**src/rtl/minterm_fsm_eval.sv**
```systemverilog
// Reprogrammable sum-of-minterms evaluator: f = mask[in_vec], latency 1, stalls while out_valid && !out_ready or during a LOAD.
// Optional hit counter (port hit_cnt) is built only when SOP_EVAL_CNT_EN is defined.
module minterm_fsm_eval #(
    parameter int                      N_IN = 4,
    parameter logic [(1<<N_IN)-1:0]    MASK = 16'h0727
) (
    input  logic            clk,
    input  logic            rst_n,
    input  logic            cfg_start,
    input  logic            cfg_bit,
    output logic            cfg_busy,
    input  logic            in_valid,
    output logic            in_ready,
    input  logic [N_IN-1:0] in_vec,
    output logic            out_valid,
    input  logic            out_ready,
    output logic            out_f
`ifdef SOP_EVAL_CNT_EN
    ,
    output logic [15:0]     hit_cnt
`endif
);
    localparam int MW = 1 << N_IN;
    localparam logic [N_IN:0] LAST = (N_IN+1)'(MW - 1);

    typedef enum logic {RUN = 1'b0, LOAD = 1'b1} state_t;

    state_t          state_q, state_d;
    logic [MW-1:0]   mask_q, mask_d;
    logic [MW-1:0]   shadow_q, shadow_d;
    logic [N_IN:0]   cnt_q, cnt_d;
    logic            ov_q, ov_d;
    logic            of_q, of_d;
    logic            accept;
    logic            commit;

    assign in_ready  = (state_q == RUN) && (!ov_q || out_ready);
    assign cfg_busy  = (state_q == LOAD);
    assign out_valid = ov_q;
    assign out_f     = of_q;
    assign accept    = in_valid && in_ready;
    assign commit    = (state_q == LOAD) && (cnt_q == LAST);

    always_comb begin
        state_d  = state_q;
        mask_d   = mask_q;
        shadow_d = shadow_q;
        cnt_d    = cnt_q;
        ov_d     = ov_q;
        of_d     = of_q;

        // A pending result drains independently of RUN/LOAD.
        if (ov_q && out_ready) begin
            ov_d = 1'b0;
        end
        if (accept) begin
            ov_d = 1'b1;
            of_d = mask_q[in_vec];
        end

        case (state_q)
            RUN: begin
                if (cfg_start) begin
                    state_d = LOAD;
                    cnt_d   = '0;
                end
            end
            LOAD: begin
                shadow_d[cnt_q[N_IN-1:0]] = cfg_bit;
                if (cnt_q == LAST) begin
                    // Commit includes the bit sampled this very cycle.
                    mask_d  = shadow_d;
                    cnt_d   = '0;
                    state_d = RUN;
                end else begin
                    cnt_d = cnt_q + 1'b1;
                end
            end
            default: state_d = RUN;
        endcase
    end

    always_ff @(posedge clk) begin
        if (!rst_n) begin
            state_q  <= RUN;
            mask_q   <= MASK;
            shadow_q <= '0;
            cnt_q    <= '0;
            ov_q     <= 1'b0;
            of_q     <= 1'b0;
        end else begin
            state_q  <= state_d;
            mask_q   <= mask_d;
            shadow_q <= shadow_d;
            cnt_q    <= cnt_d;
            ov_q     <= ov_d;
            of_q     <= of_d;
        end
    end

`ifdef SOP_EVAL_CNT_EN
    logic [15:0] hit_q, hit_d;

    always_comb begin
        hit_d = hit_q;
        if (commit) begin
            hit_d = '0;
        end else if (ov_q && out_ready && of_q && (hit_q != 16'hFFFF)) begin
            hit_d = hit_q + 16'd1;
        end
    end

    always_ff @(posedge clk) begin
        if (!rst_n) begin
            hit_q <= '0;
        end else begin
            hit_q <= hit_d;
        end
    end

    assign hit_cnt = hit_q;
`else
    logic unused_commit;
    assign unused_commit = commit;
`endif

endmodule

```
**config.mk**
```make
export PLATFORM = sky130hd
export DESIGN_NAME = minterm_fsm_eval
export DESIGN_NICKNAME = d
export VERILOG_FILES = /design/src/rtl/minterm_fsm_eval.sv
export SDC_FILE = /design/constraint.sdc
export NUM_CORES = 1
export LEC_CHECK = 0
export CAP_MARGIN = 25
export CORE_AREA = 2 2 67 69
export CTS_BUF_LIST = sky130_fd_sc_hd__clkbuf_4
export DETAILED_ROUTE_END_ITERATION = 8
export DIE_AREA = 0 0 69 71
export PLACE_DENSITY = 0.72
export SLEW_MARGIN = 30
export SYNTH_ARGS = -nofsm -noshare
export SYNTH_HDL_FRONTEND = slang
export SYNTH_SLANG_ARGS = --single-unit
export TNS_END_PERCENT = 10
```
**constraint.sdc**
```tcl
create_clock -name clk -period 2.05 [get_ports clk]
set_input_delay 0.205 -clock clk [delete_from_list [all_inputs] [get_ports clk]]
set_output_delay 0.205 -clock clk [all_outputs]
set_load 0.03 [all_outputs]
```
* Word-level counts from Yosys, hierarchy flattened
Index checks and enable logic that the tools add are counted.
** Cells by class
- $add $sub $neg :: 1
- $lt $le $gt $ge :: 3
- Equality and inequality tests :: 2
- Muxes and demuxes :: 13
- Bitwise operators :: 1
- Reduce and logical (&&, ||, !) cells :: 8
** Operators with widths (count)
- $bwmux W16 :: 1
- $lt A4 B5 Y1 const B :: 2
- $mux W5 :: 2
- $pmux W5 S2 :: 1
- $mux W1 :: 6
- $add A5 B1 Y5 const B :: 1
- $eq A5 B4 Y1 const B :: 1
- $bmux W1 S4 :: 1
- $demux W1 S4 :: 1
- $ge A4 B1 Y1 const B :: 1
- $logic_and A1 B1 Y1 :: 4
- $ne A2 B2 Y1 const B :: 1
- $pmux W1 S2 :: 1
- $reduce_and A2 Y1 :: 1
- $reduce_bool A2 Y1 :: 1
- $logic_not A1 Y1 :: 1
- $logic_or A1 B1 Y1 :: 1
- $not A1 Y1 :: 1
** Word-level totals
- Flip-flop bits (word level) :: 40
- Input port bits :: 10
- Output and inout port bits :: 4
- Word-level logic and storage cells :: 34

* Logic depth before layout (Yosys ltp)
- Depth in word-level cells :: 5
- Mapped depth :: 7
- Depth with buffers taken out :: 6

* Worst setup path before layout
Ideal clock, no wire load.
- Path type :: reg-to-reg
- Start :: register cnt_q[0]
- End :: register mask_q[5]
- Setup time :: 0.123 ns
- Arrival :: 1.600 ns
- Required time :: 1.927 ns
- Slack :: 0.327 ns
- Stages on the path, launching flop included :: 8
- Path buffers :: 2
- Period minus slack after synthesis :: 1.723 ns
- Path through :: dfxtp_1 > ha_1 > buf_2 > nand2_1 > or3_1 > buf_2 > a311oi_1 > o21ai_0
** On the way
- Cells in the longest elaborated chain, start to end :: 5
- Elaborated cells between the ends (all ways) :: 8
- Classes of those cells :: order compare (2); eq/ne (1); mux (3); reduce/logical (2)
** Ends and longest elaborated chain
- from (decl) :: line 31 : logic [N_IN:0] cnt_q, cnt_d;
- from (signal assigned) :: line 95 : cnt_q <= cnt_d;
- $lt A4 B5 Y1 (implied by the code) / $ge A4 B1 Y1 (equally long branches) :: line 69 : shadow_d[cnt_q[N_IN-1:0]] = cfg_bit;
- $logic_and A1 B1 Y1 (implied by the code) :: line 69
- $mux W1 (implied by the code) :: line 69
- $demux W1 S4 :: line 69
- $bwmux W16 :: line 69
- to (signal assigned) :: line 93 : mask_q <= mask_d;
- to (decl) :: line 29 : logic [MW-1:0] mask_q, mask_d;
Parallel ways exist; a longest one is shown, timed or not.
A chain may end at the register's enable or synchronous reset.

* Worst setup path in the final report
- Start :: register state_q (netlist: cfg_busy)
- End :: output port in_ready
** On the way
- Cells in the longest elaborated chain, start to end :: 2
** Ends and longest elaborated chain
- from (decl) :: line 28 : state_t state_q, state_d;
- from (signal assigned) :: line 92 : state_q <= state_d;
- $not A1 Y1
- $logic_and A1 B1 Y1 :: line 37 : assign in_ready = (state_q == RUN) && (!ov_q || out_ready);
- to (decl) :: line 13 : output logic in_ready,
No other way between the ends.

==> results_tabular.tex <==
\begin{tabular}{lr}
\hline
Metric & Value \\
\hline
\multicolumn{2}{l}{\textbf{Pwr}} \\
Switching power & between 300 and 400 uW \\
Power share of the sequential group & a little over half \\
Share of power burned in combinational logic & roughly 10\% \\
Leakage power & between 0.8 and 0.9 nW \\
Part of the power in the clock network & between 30\% and 40\% \\
Maximum vdd drop & between 0.0003 and 0.0004 V \\
Ratio of total power to cell area & between 600 and 700 mW/mm\^{}2 \\
Internal & 1.09 mW \\
Share of total power consumed by net switching & 24.3\% \\
\multicolumn{2}{l}{\textbf{Place}} \\
Area post-placement & $\sim$0.0022 sq mm \\
Worst-case setup slack after placement & 0.225 ns \\
Post-DP HPWL & 3040 microns \\
IO buf count & 13 \\
Final estimated routing congestion in global placement & 0.798 \\
\multicolumn{2}{l}{\textbf{Detailed routing}} \\
Vias & about 1700 \\
DR pass1 iterations & 4 \\
Remaining DRCs & 0 \\
Number of antenna-violating nets in the routed design & 0 \\
Detail-routed via count per cell & around 5.6 \\
Drt wl/cell & about 14 microns \\
Final Routed Wirelength & around 4300 microns \\
1st-iter DRT viols & 82 \\
\multicolumn{2}{l}{\textbf{Timing}} \\
Number of failing hold endpoints at the final stage & 0 \\
Final count of pins violating max slew & 0 \\
Final period utilization & around 95\% \\
Least setup slack across all paths after layout & 0.104 ns \\
Shortest period the worst path allows & around 1.9 ns \\
Relative slew slack & between 50\% and 60\% \\
Number of setup violations in the final report & 0 \\
Slew at the pin closest to its max-slew limit & approximately 0.66 ns \\
Fmax & a little over 0.5 GHz \\
Unrepaired setup endpoints after global routing & false \\
Max Clock Skew & roughly 0.010 ns \\
Accumulated negative setup slack & 0 ns \\
\multicolumn{2}{l}{\textbf{Cells and area}} \\
Finished layout cell area & roughly 0.0023 sq mm \\
N\_diodes & 0 \\
Final net count & roughly 270 \\
Fraction of final layout cells with drive strength greater than 1 & $\sim$10\% \\
Synthesis-to-finish area growth & 14.2\% \\
\multicolumn{2}{l}{\textbf{Min path}} \\
Instance count along the most critical hold path & 2 \\
Worst Hold Endpoint & shadow\_q[0] \\
Hold wc startpoint & shadow\_q[0] \\
Worst hold path class & reg -> reg \\
\multicolumn{2}{l}{\textbf{Floorplanning}} \\
Count of standard-cell rows & 24 \\
Area of the core & approximately 0.0042 sq mm \\
Initial Utilization & around 48\% \\
Area of the die & just under 0.005 sq mm \\
I/O pin cnt & 14 \\
Die width & approximately 70 microns \\
Die extent in y & a little over 70 microns \\
\multicolumn{2}{l}{\textbf{Clock tree}} \\
Cells resized by post-CTS repair & 0 \\
CTS H-tree depth & 2 \\
Clock latency on the worst-skew pair & 0.36 ns \\
Clock tree from TritonCTS & done \\
Clock transition at the registers of the reported paths & 0.12 ns \\
Root Driver & clkbuf\_4 \\
Number of buffers between clock root and the deepest sink & 2 \\
Total CTS buffers & 5 \\
Number of clock sinks & 40 \\
Hold Buf Count CTS & 0 \\
Setup Buffers After CTS & 0 \\
\multicolumn{2}{l}{\textbf{Global routing}} \\
Number of antenna violations at the first check in global routing & 0 \\
Via count of the first global-routing pass & between 1500 and 2000 \\
Aggregate global routing overflow & 0 \\
Wire length of the first global-routing pass & around 7500 microns \\
Total global routing track utilization & a little under a fifth \\
Maximum number of pins on one net before global-route repair & 33 \\
\multicolumn{2}{l}{\textbf{Worst setup path}} \\
Crit end category & output port \\
CP startpoint kind & flop \\
Endpoint of the most critical register-to-register path & mask\_q[11] \\
Crit Path Category & reg -> out \\
R2R cell count & 5 \\
Setup slack, reg-to-reg & approximately 0.27 ns \\
Data arrival time of the worst path & 1.74 ns \\
Crit path max fanout & 30 \\
Worst reg2reg startpoint & cnt\_q[1] \\
Required time at the endpoint of the critical path & 1.85 ns \\
Critical path launch point & cfg\_busy \\
\multicolumn{2}{l}{\textbf{Synthesis}} \\
Synth Area per Inst & 8.46 sq um \\
Sequential area share after synthesis & about two fifths \\
Number of register bits inferred by synthesis & 40 \\
Post-synthesis instance total & 238 \\
Nets in the synthesized netlist & about 250 \\
Cell Area, Synth & a little over 0.002 sq mm \\
Synth cell types & 30 \\
Dominant cells by area after synthesis & dfxtp\_1 40\%, mux2i\_1 8.4\%, nor2\_1 6.7\% \\
Yosys Warn Count & 0 \\
Area share of the largest cell type after synthesis & approximately 40\% \\
Biggest area consumer among synthesized cells & dfxtp\_1 \\
\multicolumn{2}{l}{\textbf{Outcome}} \\
Outcome & finished clean \\
\multicolumn{2}{l}{\textbf{Job}} \\
Max-cap violations & 0 \\
\hline
\end{tabular}
-- critical path: stages (launching register included) --
cell             delay, ns
dfxtp_1               0.35
buf_4                 0.23
nor2b_1               0.13
clkdlybuf4s50_1       0.67
-- cell type report --
| type | instances | area, sq um |
|---|---|---|
| inverters | 5 | 18.8 |
| clock inverters | 3 | 37.5 |
| well taps | 52 | 65.1 |
| repair buffers | 27 | 238 |
| fillers | 418 | 1900 |
| clock buffers | 5 | 37.5 |
| flip-flops and latches | 40 | 801 |
| multi-input cells | 171 | 1100 |
-- registers in the layout (all words and copies together) (netlist names) --
signal	cells
cfg_busy	1
shadow_q	16
mask_q	16
out_valid	1
cnt_q	5
out_f	1
-- worst max-delay path by stage --
stage / endpoint / slack, ns / cells after the start
5_1_grt: in_ready / 0.02 / 3
3_3_place_gp: in_ready / 0.27 / 4
6_report: in_ready / 0.10 / 3
4_1_cts: cfg_busy / 0.05 / 2
2_1_floorplan: mask_q[5] / 0.33 / 7
3_5_place_dp: out_f / 0.22 / 5
-- kinds of logic (layout without fill, tap and decap cells) --
family | after synthesis | after routing | synth area share (%)
muxes | 21 | 21 | 12.0
AOI/OAI and AO/OA | 58 | 58 | 19.1
buffers and inverters | 27 | 40 | 5.78
and+or+nand+nor | 87 | 87 | 20.3
adders and majority gates | 5 | 5 | 3.11
DFF | 40 | 40 | 39.8
-- synth_stat cells --
master / n
nand3b_1: 2
a311oi_1: 12
nor3_1: 9
o21ai_0: 14
mux4_2: 1
mux4_1: 1
clkbuf_1: 15
or3_1: 2
ha_1: 5
a21oi_1: 12
buf_6: 1
a211oi_1: 5
nand2_1: 10
a21boi_0: 12
nand3_1: 13
nand4b_1: 1
nand2b_1: 2
mux2_2: 2
or2_2: 1
nor2b_1: 3
nor3b_1: 1
buf_2: 6
or4_1: 1
a31oi_1: 2
a41oi_1: 1
nor2_1: 36
dfxtp_1: 40
inv_1: 5
nand4_1: 6
mux2i_1: 17
-- per-layer routing --
metal | up-vias | part of all wire, % | GRT usage [%]
li1 | 880 | - | -
met1 | 767 | 50 | 24.5
met2 | 34 | 45 | 31.0
met3 | 10 | 3.8 | 4.56
met4 | 0 | 1.8 | 6.54
met5 | - | 0 | 0
-- power by group through the flow --
stage               clock network (mW)  logic (mW)  registers (mW)
finish                           0.508       0.144           0.790
global route                     0.553       0.154           0.792
CTS                              0.516       0.144           0.790
detailed placement                   0       0.144           0.808
global placement                     0       0.142           0.808
floorplan                            0      0.0763           0.817
-- placed cells by master (no fill, tap or decap), drive strengths merged, types with 5 or more instances in the layout --
cell type	Yosys	layout
a211oi	5	5
nor3	9	9
o21ai	14	14
clkbuf	15	5
clkdlybuf4s50	0	12
a21boi	12	12
nor2	36	36
a311oi	12	12
a21oi	12	12
ha	5	5
buf	7	14
inv	5	5
dfxtp	40	40
nand3	13	13
mux2i	17	17
nand2	10	10
nand4	6	6
-- stage by stage --
step | utilization, % | hold slack, ns | power (mW) | instances
3_3_place_gp | 52.9 | 0.461 | 0.950 | 295
3_5_place_dp | 52.9 | 0.471 | 0.952 | 295
5_1_grt | 54.7 | 0.526 | 1.50 | 303
2_1_floorplan | - | 0.281 | 0.893 | 238
6_report | 54.7 | 0.487 | 1.44 | 303
4_1_cts | 54.6 | 0.488 | 1.45 | 303
No activity file was read; power rests on OpenSTA's default activity.
